[config.mk]
export PLATFORM = sky130hd
export DESIGN_NAME = uart_tx_fifo
export DESIGN_NICKNAME = d
export VERILOG_FILES = /design/src/rtl/uart_tx_fifo.sv
export SDC_FILE = /design/constraint.sdc
export NUM_CORES = 1
export LEC_CHECK = 0
export ABC_AREA = 0
export ABC_CLOCK_PERIOD_IN_PS = 4200
export CORE_ASPECT_RATIO = 1.4
export CORE_MARGIN = 3
export CORE_UTILIZATION = 36
export DETAILED_ROUTE_END_ITERATION = 8
export PLACE_DENSITY = 0.61
export RECOVER_POWER = 25
export REMOVE_ABC_BUFFERS = 1
export SYNTH_ARGS = -nofsm -noshare
export SYNTH_HDL_FRONTEND = slang
export SYNTH_SLANG_ARGS = --single-unit
[constraint.sdc]
create_clock -name clk -period 4.2 [get_ports clk]
set_clock_uncertainty 0.2 [all_clocks]
set_input_delay 1.05 -clock clk [delete_from_list [all_inputs] [get_ports clk]]
set_output_delay 1.05 -clock clk [all_outputs]
set_load 0.02 [all_outputs]
[src/rtl/uart_tx_fifo.sv]
// uart_tx_fifo: UART transmitter fed by a FIFO.
//
// Words written through a valid/ready handshake are buffered, then sent
// LSB first as start bit, DATA_BITS data bits, an optional parity bit and
// STOP_BITS stop bits. Each bit lasts CLK_DIV clock cycles. When the FIFO
// still holds words, frames follow each other with no idle gap.
//
// Parameters:
//   DATA_BITS  data bits per frame (5..9)
//   CLK_DIV    clk cycles per bit period (>= 2)
//   FIFO_DEPTH transmit buffer entries (power of two, >= 2)
//   PARITY     0 none, 1 even, 2 odd
//   STOP_BITS  1 or 2
//
// Ports:
//   clk        clock, rising edge
//   reset      synchronous, active-high
//   s_data     word to transmit
//   s_valid    s_data is valid
//   s_ready    FIFO can accept a word
//   tx         serial line, idle high, registered
//   busy       frame in progress or FIFO not empty
//   fifo_count words currently buffered
module uart_tx_fifo #(
   parameter int DATA_BITS  = 8,
   parameter int CLK_DIV    = 5208,
   parameter int FIFO_DEPTH = 16,
   parameter int PARITY     = 0,
   parameter int STOP_BITS  = 1
) (
   input  logic                                 clk,
   input  logic                                 reset,
   input  logic [DATA_BITS-1:0]                 s_data,
   input  logic                                 s_valid,
   output logic                                 s_ready,
   output logic                                 tx,
   output logic                                 busy,
   output logic [$clog2(FIFO_DEPTH+1)-1:0]      fifo_count
);

   localparam int PTR_W    = $clog2(FIFO_DEPTH);
   localparam int CNT_W    = $clog2(FIFO_DEPTH + 1);
   localparam int STOP_LEN = STOP_BITS * CLK_DIV;
   // The baud counter also times the whole stop period, so size it for that.
   localparam int BAUD_W   = $clog2(STOP_LEN);
   localparam int BIT_W    = $clog2(DATA_BITS);

   localparam logic [2:0] IDLE     = 3'd0;
   localparam logic [2:0] START    = 3'd1;
   localparam logic [2:0] DATA     = 3'd2;
   localparam logic [2:0] PAR_BIT  = 3'd3;
   localparam logic [2:0] STOP     = 3'd4;

   logic [DATA_BITS-1:0] mem [FIFO_DEPTH];
   logic [PTR_W-1:0]     wr_ptr;
   logic [PTR_W-1:0]     rd_ptr;
   logic [CNT_W-1:0]     count;
   logic [2:0]           state;
   logic [BAUD_W-1:0]    baud;
   logic [BIT_W-1:0]     bit_idx;
   logic [DATA_BITS-1:0] shift;
   logic                 par_bit;
   logic [DATA_BITS-1:0] head;
   logic                 push;
   logic                 pop;
   logic                 bit_done;
   logic                 stop_done;

   function automatic logic calc_parity(input logic [DATA_BITS-1:0] word);
      logic p;
      p = ^word;
      return (PARITY == 2) ? ~p : p;
   endfunction

   assign head       = mem[rd_ptr];
   assign s_ready    = (count < CNT_W'(FIFO_DEPTH));
   assign push       = s_valid & s_ready;
   assign bit_done   = (baud == BAUD_W'(CLK_DIV - 1));
   assign stop_done  = (baud == BAUD_W'(STOP_LEN - 1));
   // The FSM takes the head word either from idle or straight out of the
   // last stop cycle, which is what makes back-to-back frames gapless.
   assign pop        = (count != '0) && ((state == IDLE) || ((state == STOP) && stop_done));
   assign busy       = (state != IDLE) || (count != '0);
   assign fifo_count = count;

   // FIFO storage (data only, not cleared by reset)
   always_ff @(posedge clk) begin
      if (push && !reset) begin
         mem[wr_ptr] <= s_data;
      end
   end

   // FIFO pointers and occupancy; pointers wrap naturally at power-of-two depth
   always_ff @(posedge clk) begin
      if (reset) begin
         wr_ptr <= '0;
         rd_ptr <= '0;
         count  <= '0;
      end else begin
         if (push) begin
            wr_ptr <= wr_ptr + 1'b1;
         end
         if (pop) begin
            rd_ptr <= rd_ptr + 1'b1;
         end
         count <= count + CNT_W'(push) - CNT_W'(pop);
      end
   end

   // Transmit FSM: the baud counter restarts on every state entry
   always_ff @(posedge clk) begin
      if (reset) begin
         state   <= IDLE;
         tx      <= 1'b1;
         baud    <= '0;
         bit_idx <= '0;
      end else begin
         if (pop) begin
            shift   <= head;
            par_bit <= calc_parity(head);
         end
         case (state)
            IDLE: begin
               tx <= 1'b1;
               if (pop) begin
                  state <= START;
                  tx    <= 1'b0;
                  baud  <= '0;
               end
            end
            START: begin
               if (bit_done) begin
                  state   <= DATA;
                  baud    <= '0;
                  bit_idx <= '0;
                  tx      <= shift[0];
                  shift   <= shift >> 1;
               end else begin
                  baud <= baud + 1'b1;
               end
            end
            DATA: begin
               if (bit_done) begin
                  baud <= '0;
                  if (bit_idx == BIT_W'(DATA_BITS - 1)) begin
                     if (PARITY != 0) begin
                        state <= PAR_BIT;
                        tx    <= par_bit;
                     end else begin
                        state <= STOP;
                        tx    <= 1'b1;
                     end
                  end else begin
                     bit_idx <= bit_idx + 1'b1;
                     tx      <= shift[0];
                     shift   <= shift >> 1;
                  end
               end else begin
                  baud <= baud + 1'b1;
               end
            end
            PAR_BIT: begin
               if (bit_done) begin
                  state <= STOP;
                  tx    <= 1'b1;
                  baud  <= '0;
               end else begin
                  baud <= baud + 1'b1;
               end
            end
            STOP: begin
               if (stop_done) begin
                  baud <= '0;
                  if (pop) begin
                     state <= START;
                     tx    <= 1'b0;
                  end else begin
                     state <= IDLE;
                     tx    <= 1'b1;
                  end
               end else begin
                  baud <= baud + 1'b1;
               end
            end
            default: begin
               state <= IDLE;
               tx    <= 1'b1;
               baud  <= '0;
            end
         endcase
      end
   end

endmodule

Word-level counts from Yosys, hierarchy flattened:

Memories as Yosys holds them, arrays and structs flattened. A register that Yosys moved wholly into a read port is not among the register bits.
Cells that the tools add are included.

* muxes and demuxes: 31
* $add $sub $neg: 6
* reductions and logical operators: 14
* bitwise operators: 1
* equal/unequal tests: 13
* order comparisons: 1

Operators by type and width (count)
* $mux W8: 4
* $mux W3: 9
* $mux W13: 2
* $pmux W13 S2: 1
* $pmux W8 S2: 1
* $pmux W3 S5: 1
* $ne A2 B2 Y1 const B: 7
* $add A13 B1 Y13 const B: 1
* $eq A13 B13 Y1 const B: 1
* $mux W1: 9
* $add A4 B1 Y4 const B: 2
* $mux W4: 2
* $reduce_and A4 Y1: 2
* $eq A3 B2 Y1 const B: 2
* $eq A3 B3 Y1 const B: 2
* $pmux W3 S2: 1
* $reduce_and A6 Y1: 1
* $add A5 B1 Y5: 1
* $lt A5 B5 Y1 const B: 1
* $pmux W1 S5: 1
* $reduce_bool A5 Y1: 1
* $sub A5 B1 Y5: 1
* $reduce_or A4 Y1: 1
* $add A3 B1 Y3 const B: 1
* other kinds (8): 11

* input bits: 11
* register bits: 41
* memories: 1
* output and inout port bits: 8
* RAM bits: 128

Memories
* mem: words 16, bits a word 8, read ports 1, clocked after memory_dff 1, wr ports 1, RTL line 54 `logic [DATA_BITS-1:0] mem [FIFO_DEPTH];`

Longest topological paths before layout:

* depth after elaboration: 8
* mapped depth: 16
* gate-level depth less buffers: 16

Worst setup path after synthesis:

Ideal clock, no wire load.

* path type: register to register
* start point: reg count[3] (netlist: fifo_count[3])
* end point: reg count[4] (netlist: fifo_count[4])
* cell stages (with the launch flop): 17
* data arrival time: 2.865 ns
* clock period less this slack: 3.136 ns
* path buffers: 0
* library setup time: 0.071 ns
* slack: 1.064 ns
* required time: 3.929 ns
* cell sequence: dfxtp_1 > inv_1 > ha_1 > or4b_2 > nand2_1 > a21o_1 > inv_2 > ha_1 > inv_1 > ha_1 > inv_1 > fa_1 > inv_1 > a21oi_1 > nor2_1 > or3_1 > a21oi_1

* cells in the longest elaborated chain, start to end: 4
* elaborated cells between the ends (all ways): 6
* those cells by class: add/sub (2); order compare (1); bitwise (1); reduce/logical (2)

Ends and longest elaborated chain
* start: declaration: RTL line 57 `logic [CNT_W-1:0] count;`
* start signal: assignment: RTL line 106 `count <= count + CNT_W'(push) - CNT_W'(pop);`
* $lt A5 B5 Y1: RTL line 76 `assign s_ready = (count < CNT_W'(FIFO_DEPTH));`
* $and A1 B1 Y1: RTL line 77 `assign push = s_valid & s_ready;`
* $add A5 B1 Y5: RTL line 106
* $sub A5 B1 Y5 (*): RTL line 106

Every way passes the cells marked *; elsewhere a longest branch is shown, timed or not.
A chain may end at the register's enable or synchronous reset.

Final worst setup path:

* start point: reg count[3] (netlist: fifo_count[3])
* end point: out busy

* cells in the longest elaborated chain, start to end: 2

Ends and longest elaborated chain
* $reduce_bool A5 Y1: RTL line 83 `assign busy = (state != IDLE) || (count != '0);`
* $logic_or A1 B1 Y1: RTL line 83
* end: declaration: RTL line 37 `output logic busy,`

Every way passes these cells.

==> impl_metrics.csv <==
group,metric,value,unit
outcome,status,"finished, final reports clean",
setup_path,worstPathRequired,2.95,ns
timing,fin_tns_setup,0,ns
floorplan,placeable_core_region,19370,um2
setup_path,cp_num_buf_inv,4,
clocking,clock_latency_reported_for_the_late_side_of_the_worst_skew_pair,0.42,ns
synthesis,number_of_enable_type_register_cells_in_the_synthesized_netlist,136,
synthesis,syn_avg_cell_area,15.31,um2
timing,worst_max_slew_margin_expressed_relative_to_the_limit,0.4575,
placed_design,preCtsSetupSlack,0.5465,ns
hold_path,holdCritPathClass,"register to register",
setup_path,timing.critical_path.from_type,"register",
clocking,post_cts_resize_count,0,
power_and_ir_drop,max_vdd_drop,0.0002998,V
detailed_routing,drt_drc_violations_left,0,
grt,grt_antenna_before_repair,0,
layout,flow.area_growth_from_synthesis,16.52,%
placed_design,io_buffer_count,18,
layout,antenna_fix_cells,0,
timing,finalHoldViolCount,0,
synthesis,ys_ff_latch,173,
synthesis,synth_area,7134,um2
floorplan,die_footprint,21570,um2
clocking,cts_buffers,17,
grt,vias_in_the_first_global_route,4113,
setup_path,critical_path.endpoint_type,"output port",
setup_path,worst-path-stages,7,
detailed_routing,routed_wirelength,13720,um
clocking,cts_max_level,4,
setup_path,setup.worst_path.end,"busy",
timing,fin_worst_hold_slack,0.2865,ns
grt,global_route_wire_length_before_repair,22250,um
layout,postLayoutCoreUtil,0.4292,
detailed_routing,route.vias.total,4000,
synthesis,yosysWarnings,0,
layout,stdcell_area,8313,um2
synthesis,number_of_distinct_library_cells_after_synthesis,49,
timing,tightestPinTransition,0.8126,ns
timing,timing.final.crit_share,0.8977,
clocking,cts.sinks,173,
clocking,cts-root-to-sink-buffers,2,
detailed_routing,drt_first_pass_iters,5,
detailed_routing,wire_length_per_cell,17.93,um
power_and_ir_drop,cellPowerDensity,568.0,nW/um2
synthesis,synth.top_cells.by_area,"edfxtp_1 (57%), dfxtp_1 (10%), mux4_2 (10%)",
setup_path,cp_data_arrival_time,2.52,ns
timing,clock.fmax,0.2652,GHz
placed_design,dp.final_hpwl,9409,um
synthesis,synth_async_sr_flop_share,0,
setup_path,slowest_delay,0.63,ns
floorplan,chipHeight,172.6,um
layout,multi_input_area,2142,um2
timing,slew_viols_final,0,
synthesis,synthDominantCellAreaShare,0.5724,
clocking,postCtsHoldBufs,0,
detailed_routing,avgViaCountPerCell,5.229,
placed_design,gp_congestion,0.7826,
setup_path,crit_path_max_fanout,7,
layout,layout.nets,530,
synthesis,top_cells_by_count_synth,"edfxtp_1 (136), nor2_1 (44), dfxtp_1 (37)",
floorplan,initial_utilization,0.3683,
job,maxCapViolations,0,
synthesis,yosys_most_used_dff,"edfxtp_1",
synthesis,most_instantiated_library_cell_after_synthesis,"edfxtp_1",
grt,grt_start_max_net_pins,36,
floorplan,floorplan.rows,60,
setup_path,startpoint,"fifo_count[3]",
clocking,cts_post_setup_buffers_inserted,0,
detailed_routing,dr.first_iter.drc_count,335,
placed_design,place_area,7712,um2
synthesis,synthDominantAreaCellType,"edfxtp_1",
clocking,clk_tree_root_cell,"clkbuf_16",
timing,finalSetupViolCount,0,
synthesis,cell_count_after_synthesis,466,
clocking,cts.clk_slew.worst_paths,0.06,ns
power_and_ir_drop,p_leak,2.694,nW
layout,post_route_cells_drive_above_1_share,0.1779,
timing,postLayoutSetupSlackWorst,0.4298,ns
setup_path,rr_startpoint,"baud[6]",
grt,groute.usage.overall,0.1321,
timing,grt_setup_unrepaired,"false",
setup_path,worst_path_dominant_cell_family,"buffers and inverters",
floorplan,boundaryPins,19,
setup_path,worst_r2r_endpoint,"fifo_count[4]",
timing,finalWorstPathRequiredPeriod,3.770,ns
setup_path,rr_worst_depth,14,
setup_path,ff2ff_setup_slack,0.50,ns
layout,sequential_cell_area,4825,um2
clocking,tritoncts_clock_tree,"yes",
floorplan,die-width,125.0,um
synthesis,proportion_of_synthesized_chip_area_in_sequential_cells,0.6763,
layout,fillerInstances,1734,
setup_path,critical_path.cell_chain,"inv_1, ha_1, or4b_2, nor2_1, buf_4, clkinv_1, clkdlybuf4s50_1",
detailed_routing,ant_nets,0,
setup_path,critPathSlowestCell,"or4b_2",
grt,overflow,0,
setup_path,critical_path_class,"register to output port",
[how the worst min path moves through the flow]
stage | startpoint | end | cells past startpoint
2_1_floorplan | bit_idx[1] | bit_idx[1] | 2
3_3_place_gp | bit_idx[2] | bit_idx[2] | 2
3_5_place_dp | bit_idx[1] | bit_idx[1] | 2
4_1_cts | bit_idx[1] | bit_idx[1] | 2
5_1_grt | rd_ptr[3] | register | 2
6_report | bit_idx[1] | bit_idx[1] | 2
[cells in the final DEF (no fill, tap or decap), drive strengths merged, types with 3 or more instances in the layout]
cell type	synthesis	final
a211oi	18	18
a21oi	17	17
a221o	7	7
a311oi	5	5
and3	3	3
buf	8	26
clkbuf	17	17
clkdlybuf4s50	0	12
clkinv	1	3
dfxtp	37	37
dlygate4sd3	0	6
edfxtp	136	136
ha	14	14
inv	15	24
mux2i	8	8
mux4	32	32
nand2	16	16
nand2b	4	4
nand3	8	8
nand4	3	3
nor2	44	44
nor2b	11	11
nor3	12	12
o21ai	13	13
or3	6	6
xnor2	4	4
xor2	4	4
[cells by family after synthesis]
family / count (synthesis) / share of synthesized area
adders and majority gates: 15 / 0.02736
and+or+nand+nor: 116 / 0.07980
buffers and inverters: 41 / 0.02350
DFF: 173 / 0.6763
muxes: 40 / 0.1122
AOI/OAI and AO/OA: 73 / 0.07103
xor gates and xnor gates: 8 / 0.009820
[registers in the layout, summed over array words and instances, names as in the netlist, named ones only]
register	flops
rd_ptr	4
state	3
fifo_count	5
baud	13
wr_ptr	4
shift	8
mem	128
bit_idx	3
tx	1
[tightest hold or removal path, cell delays in order, from the launching register on]
cell and delay, ns:
dfxtp_1 0.31, o21ai_0 0.07, a21oi_1 0.06
[per-layer routing]
metal / GRT usage / up-vias / routed length [um]
met5: 0 / - / 0
met4: 0.05108 / 0 / 241
met3: 0.02905 / 16 / 285
met2: 0.2383 / 49 / 7620
met1: 0.1521 / 2042 / 5573
li1: - / 1893 / -
[cell type report]
cell class / instances / area share
repair buffers: 44 / 0.04515
clock buffers: 17 / 0.05117
inverters: 16 / 0.007225
flip-flops and latches: 173 / 0.5804
well taps: 248 / 0.03733
multi-input cells: 252 / 0.2577
clock inverters: 15 / 0.02107
[power breakdown]
group / total, mW / internal, mW / switching, mW
sequential: 2.06 / 1.98 / 0.0849
combinational: 1.07 / 0.504 / 0.567
clock: 1.59 / 0.899 / 0.691
total: 4.72 / 3.38 / 1.34
[per-stage QoR]
step | power [mW] | instances
global placement | 3.142 | 733
floorplan | 2.831 | 441
finish | 4.722 | 765
detailed placement | 3.181 | 733
global route | 4.956 | 765
CTS | 4.780 | 765
Note: power is estimated with default switching activity, not from simulation.
